$ cat src/rtl/multicycle_subtractor_pkg.sv
// Shared types and helpers for the multicycle subtractor.
package sub_pkg;

    typedef enum logic [1:0] {
        IDLE,
        BUSY,
        DONE
    } sub_state_e;

    // Chunk counter width; never narrower than one bit so a single-chunk build still elaborates.
    function automatic int unsigned cnt_width(input int unsigned num_chunks);
        return (num_chunks > 1) ? $clog2(num_chunks) : 1;
    endfunction

endpackage

$ cat src/rtl/multicycle_subtractor_full_subtractor.sv
// Single-bit full subtractor cell: d = a - b - bin, bout = borrow-out.
module full_subtractor (
    input  logic a,
    input  logic b,
    input  logic bin,
    output logic d,
    output logic bout
);

    assign d    = a ^ b ^ bin;
    assign bout = (~a & b) | (~(a ^ b) & bin);

endmodule

$ cat src/rtl/multicycle_subtractor.sv
// Iterative subtractor: operand1 - operand2 - borrow_i, CHUNK_WIDTH bits per cycle.
// The borrow is registered between chunks so the critical path is one chunk's ripple.
// Optional macro SUB_OVERFLOW_EN adds overflow_o (signed two's-complement overflow).
module multicycle_subtractor
    import sub_pkg::*;
#(
    parameter int BIT_WIDTH   = 32,
    parameter int CHUNK_WIDTH = 8
) (
    input  logic                 clk_i,
    input  logic                 rst_ni,
    input  logic                 in_valid_i,
    output logic                 in_ready_o,
    input  logic [BIT_WIDTH-1:0] operand1_i,
    input  logic [BIT_WIDTH-1:0] operand2_i,
    input  logic                 borrow_i,
    output logic                 out_valid_o,
    input  logic                 out_ready_i,
    output logic [BIT_WIDTH-1:0] diff_o,
    output logic                 borrow_o
`ifdef SUB_OVERFLOW_EN
    ,
    output logic                 overflow_o
`endif
);

    localparam int NUM_CHUNKS = BIT_WIDTH / CHUNK_WIDTH;
    localparam int CNT_W      = cnt_width(NUM_CHUNKS);
    localparam int MSB        = BIT_WIDTH - 1;
    localparam logic [CNT_W-1:0] LAST_CHUNK = CNT_W'(NUM_CHUNKS - 1);

    if (BIT_WIDTH % CHUNK_WIDTH != 0) begin : g_bad_width
        $error("BIT_WIDTH must be a multiple of CHUNK_WIDTH");
    end

    sub_state_e             state_q;
    logic [CNT_W-1:0]       cnt_q;
    logic [BIT_WIDTH-1:0]   a_q;
    logic [BIT_WIDTH-1:0]   b_q;
    logic                   borrow_q;
    logic [BIT_WIDTH-1:0]   diff_q;
    logic                   out_valid_q;
    logic [BIT_WIDTH-1:0]   diff_out_q;
    logic                   borrow_out_q;
`ifdef SUB_OVERFLOW_EN
    logic                   overflow_q;
`endif

    logic [CHUNK_WIDTH-1:0] a_chunk;
    logic [CHUNK_WIDTH-1:0] b_chunk;
    logic [CHUNK_WIDTH-1:0] d_chunk;
    logic [CHUNK_WIDTH:0]   chain;
    logic [BIT_WIDTH-1:0]   diff_next;
    int                     base;

    // Select the current chunk's operand slices and merge its result into the partial difference.
    always_comb begin
        base      = int'(cnt_q) * CHUNK_WIDTH;
        a_chunk   = a_q[base +: CHUNK_WIDTH];
        b_chunk   = b_q[base +: CHUNK_WIDTH];
        diff_next = diff_q;
        diff_next[base +: CHUNK_WIDTH] = d_chunk;
    end

    assign chain[0] = borrow_q;

    for (genvar i = 0; i < CHUNK_WIDTH; i++) begin : g_chain
        full_subtractor u_fs (
            .a   (a_chunk[i]),
            .b   (b_chunk[i]),
            .bin (chain[i]),
            .d   (d_chunk[i]),
            .bout(chain[i+1])
        );
    end

    // Control FSM plus datapath registers; result registers are loaded only on entry to DONE.
    always_ff @(posedge clk_i or negedge rst_ni) begin
        if (!rst_ni) begin
            state_q      <= IDLE;
            cnt_q        <= '0;
            a_q          <= '0;
            b_q          <= '0;
            borrow_q     <= 1'b0;
            diff_q       <= '0;
            out_valid_q  <= 1'b0;
            diff_out_q   <= '0;
            borrow_out_q <= 1'b0;
`ifdef SUB_OVERFLOW_EN
            overflow_q   <= 1'b0;
`endif
        end else begin
            unique case (state_q)
                IDLE: begin
                    if (in_valid_i) begin
                        a_q      <= operand1_i;
                        b_q      <= operand2_i;
                        borrow_q <= borrow_i;
                        diff_q   <= '0;
                        cnt_q    <= '0;
                        state_q  <= BUSY;
                    end
                end
                BUSY: begin
                    diff_q   <= diff_next;
                    borrow_q <= chain[CHUNK_WIDTH];
                    cnt_q    <= cnt_q + CNT_W'(1);
                    if (cnt_q == LAST_CHUNK) begin
                        cnt_q        <= '0;
                        state_q      <= DONE;
                        out_valid_q  <= 1'b1;
                        diff_out_q   <= diff_next;
                        borrow_out_q <= chain[CHUNK_WIDTH];
`ifdef SUB_OVERFLOW_EN
                        overflow_q   <= (a_q[MSB] != b_q[MSB]) && (diff_next[MSB] != a_q[MSB]);
`endif
                    end
                end
                DONE: begin
                    if (out_ready_i) begin
                        state_q      <= IDLE;
                        out_valid_q  <= 1'b0;
                        diff_out_q   <= '0;
                        borrow_out_q <= 1'b0;
`ifdef SUB_OVERFLOW_EN
                        overflow_q   <= 1'b0;
`endif
                    end
                end
                default: state_q <= IDLE;
            endcase
        end
    end

    assign in_ready_o  = (state_q == IDLE);
    assign out_valid_o = out_valid_q;
    assign diff_o      = diff_out_q;
    assign borrow_o    = borrow_out_q;
`ifdef SUB_OVERFLOW_EN
    assign overflow_o  = overflow_q;
`endif

endmodule

$ cat config.mk
export PLATFORM = sky130hd
export DESIGN_NAME = multicycle_subtractor
export DESIGN_NICKNAME = d
export VERILOG_FILES = /design/src/rtl/multicycle_subtractor_pkg.sv /design/src/rtl/multicycle_subtractor_full_subtractor.sv /design/src/rtl/multicycle_subtractor.sv
export SDC_FILE = /design/constraint.sdc
export NUM_CORES = 1
export LEC_CHECK = 0
export ABC_AREA = 1
export CAP_MARGIN = 40
export CELL_PAD_IN_SITES_DETAIL_PLACEMENT = 2
export CELL_PAD_IN_SITES_GLOBAL_PLACEMENT = 2
export CORE_MARGIN = 2
export CORE_UTILIZATION = 31
export DETAILED_ROUTE_END_ITERATION = 8
export PLACE_DENSITY_LB_ADDON = 0.08
export RECOVER_POWER = 100
export SETUP_SLACK_MARGIN = 0.4
export SKIP_LAST_GASP = 1
export SLEW_MARGIN = 20
export SYNTH_ARGS = -nofsm -noshare
export SYNTH_HDL_FRONTEND = slang
export SYNTH_SLANG_ARGS = --single-unit
$ cat constraint.sdc
create_clock -name clk_i -period 6 [get_ports clk_i]
set_clock_uncertainty 0.1 [all_clocks]
set_input_delay 0.6 -clock clk_i [delete_from_list [all_inputs] [get_ports clk_i]]
set_output_delay 0.6 -clock clk_i [all_outputs]
set_load 0.02 [all_outputs]
==> results.toml <==
[yosys]
yosys.area.top_type = "dfrtp_1"
post_synth_mux_area_share_pct = 0
netlist_area_um2 = 6300
syn_inst = 808
synth_seq_area_share_pct = 53.62
yosys_warnings = 0
synth_area_leaders = "dfrtp_1, nand2_1, nand3_1"
netlist-cell-type-count = 20
synth_top_area_share_pct = 53.62
synth_xor_area_share_pct = 0
ys_ff_latch = 135
synth_adder_area_share_pct = 3.734
syn_avg_cell_area_um2 = 7.797
synth_top_family_by_area = "simple AND/OR/NAND/NOR gates"
synth_compound_area_share_pct = 3.992
synth-simple-area-share_pct = 33.96
synth.net_count = 891

[cts]
clock_path_buffers = 2
clock_latency_ns = 0.44
htreeDepth = 4
clock-sinks = 135
tritoncts = "done"
cts_root_buf = "clkbuf_16"
path_clk_slew_ns = 0.06
cts_buffers = 17
postCtsSetupRepairBufs = 0

[placement]
dp_hpwl_um = 14710
placed_cells = 1152
place_congestion = 0.7832
portBuffers = 103
dpl_cell_area_um2 = 7596

[flow_run]
drv_cap = 3

[worst_hold_path]
min_path_type = "reg2reg"
hold_depth = 2

[setup_path]
required_ns = 6.26
crit_top_cell = "fa_1"
start_kind = "flip-flop"
path_cells = "inv_4, o21ai_0, o22ai_1, fa_1, inv_1, fa_1, fa_1, fa_1, fa_1, fa_1, fa_1, inv_1, fa_1, inv_1, nand2_1, o21ai_0, nand2_1, nand2_1"
slowest_delay_ns = 0.61
worstPathMaxFanout = 36
crit_type = "reg2reg"
r2r.worst_path.cells = 18
arrival_ns = 5.44
end_kind = "flip-flop"
cpMaxStageDelayCell = "dfrtp_1"

[drt]
drc_errors = 0
vias = 5670
firstDrtPassIters = 4
via_per_inst = 4.789
drt-initial-drc-count = 175
wl_per_cell_um = 17.67
wl_um = 20920
antenna_left = 0

[finish]
utilization_pct = 40.79
diodes = 0
layout.nets = 984
area_delta_synth_final_pct = 30.17
drive_gt1_share_pct = 4.595
design_area_um2 = 8200
fin_cells = 1184

[sta]
setup_tns_ns = 0
hold_viol_final = 0
timing.slew.headroom_pct = -135.3
setup_viol = 0
drv_slew = 160
fmax_mhz = 193.1
fin_crit_ns = 5.179
fin_crit_sh_pct = 86.32
holdWs_ns = 0.3744
grt_setup_unrepaired = "false"
tightest_slew_ns = 3.530

[pwr]
p_leak_nw = 4.287
peakVddDrop_uv = 239.3
power_density_nw_per_um2 = 622.2

[global_route]
grt_pass1_wl_um = 34530
grt_overflow = 0
track_usage_pct = 20.54
antenna_found_initial = 0
grt_max_degree = 67
first_global_vias = 6413

[die]
ios = 104
core_um2 = 20100
fp.dieW_um = 146.6
die_h_um = 146.6
rows = 52
dieArea_um2 = 21480
start_util_pct = 31.34

[outcome]
violations = "capacitance limit, slew limit"
status = "complete, but fails checks"
state kept, by name, indices dropped and copies added, names as in the netlist:
register / cells
out_valid_o: 1
borrow_o: 1
cnt_q: 2
a_q: 32
borrow_q: 1
state_q: 2
b_q: 32
diff_q: 32
diff_o: 32
cells in the final DEF, fill, tap and decap left out, types with 6 or more instances in the layout:
cell type	synthesis	routed
nand2_1	494	494
dfrtp_1	135	135
clkdlybuf4s50_1	0	66
nand3_1	37	37
o21ai_0	28	36
dlygate4sd3_1	0	36
nor2_1	22	22
clkbuf_16	0	17
inv_1	12	13
o22ai_1	8	8
fa_1	8	8
clkbuf_1	8	7
ha_1	6	6
power breakdown:
part	internal [mW]	switching (mW)
Combinational	0.821	1.55
Clock	0.708	0.420
Sequential	1.31	0.292
worst paths after layout:
check                      startpoint    endpoint  slack (ns)
max reg2reg                  cnt_q[0]  diff_o[23]        0.82
min                          borrow_o    borrow_o        0.37
max in group asynchronous      rst_ni     b_q[23]        1.46
max                          cnt_q[0]  diff_o[23]        0.82
min in group asynchronous      rst_ni  diff_o[28]        1.25
min reg2reg                  borrow_o    borrow_o        0.37
per-layer routing:
metal	global-route usage [%]	wire length (um)
met1	24.47	9000
met2	37.36	10910
met3	3.250	520
met4	7.573	487
met5	0	0
kinds of logic (layout without fill, tap and decap cells):
logic type / count (synthesis) / after routing
AOI/OAI and AO/OA: 47 / 47
adders and majority gates: 14 / 14
buffers and inverters: 57 / 163
DFF: 135 / 135
and+or+nand+nor: 555 / 555
what timing repair did:
action,CTS,global route
hold buffers,0,0
endpoints found under the setup margin,0,7
resized for setup,0,2
metrics by stage:
| step | setup slack [ns] | power [mW] |
|---|---|---|
| 5_1_grt | 0.4797 | 5.526 |
| 4_1_cts | 0.7049 | 5.241 |
| 3_3_place_gp | 0.9565 | 3.897 |
| 2_1_floorplan | 1.373 | 3.030 |
| 6_report | 0.8210 | 5.103 |
| 3_5_place_dp | 0.7318 | 4.063 |
worst max-delay path, delay by kind of cell (launching register included):
kind | cells | cell delay (ns)
DFF | 1 | 0.61
and+or+nand+nor | 3 | 0.22
adders and majority gates | 8 | 3.00
buffers and inverters | 4 | 0.61
AOI/OAI and AO/OA | 3 | 0.57
synth_stat cells:
library cell / count
inv_2: 5
inv_1: 12
nand3_1: 37
nor2_4: 1
clkinv_1: 2
nand2_1: 494
nand2_2: 1
o31ai_1: 1
o21ai_2: 1
ha_1: 6
nor2_1: 22
buf_4: 10
buf_2: 17
dfrtp_1: 135
fa_1: 8
o21ai_0: 28
o22ai_1: 8
buf_6: 3
o21ai_1: 9
clkbuf_1: 8
final cells by class:
cell class                      instances  area (um2)
Clock buffer                           21       450.4
Clock inverter                         11       172.7
Fill cell                            2294       11900
Inverter                               19       73.82
Multi-Input combinational cell        616        2634
Sequential cell                       135        3378
Tap cell                              270       337.8
Timing Repair Buffer                  112        1154
(Power assumes the default switching activity.)
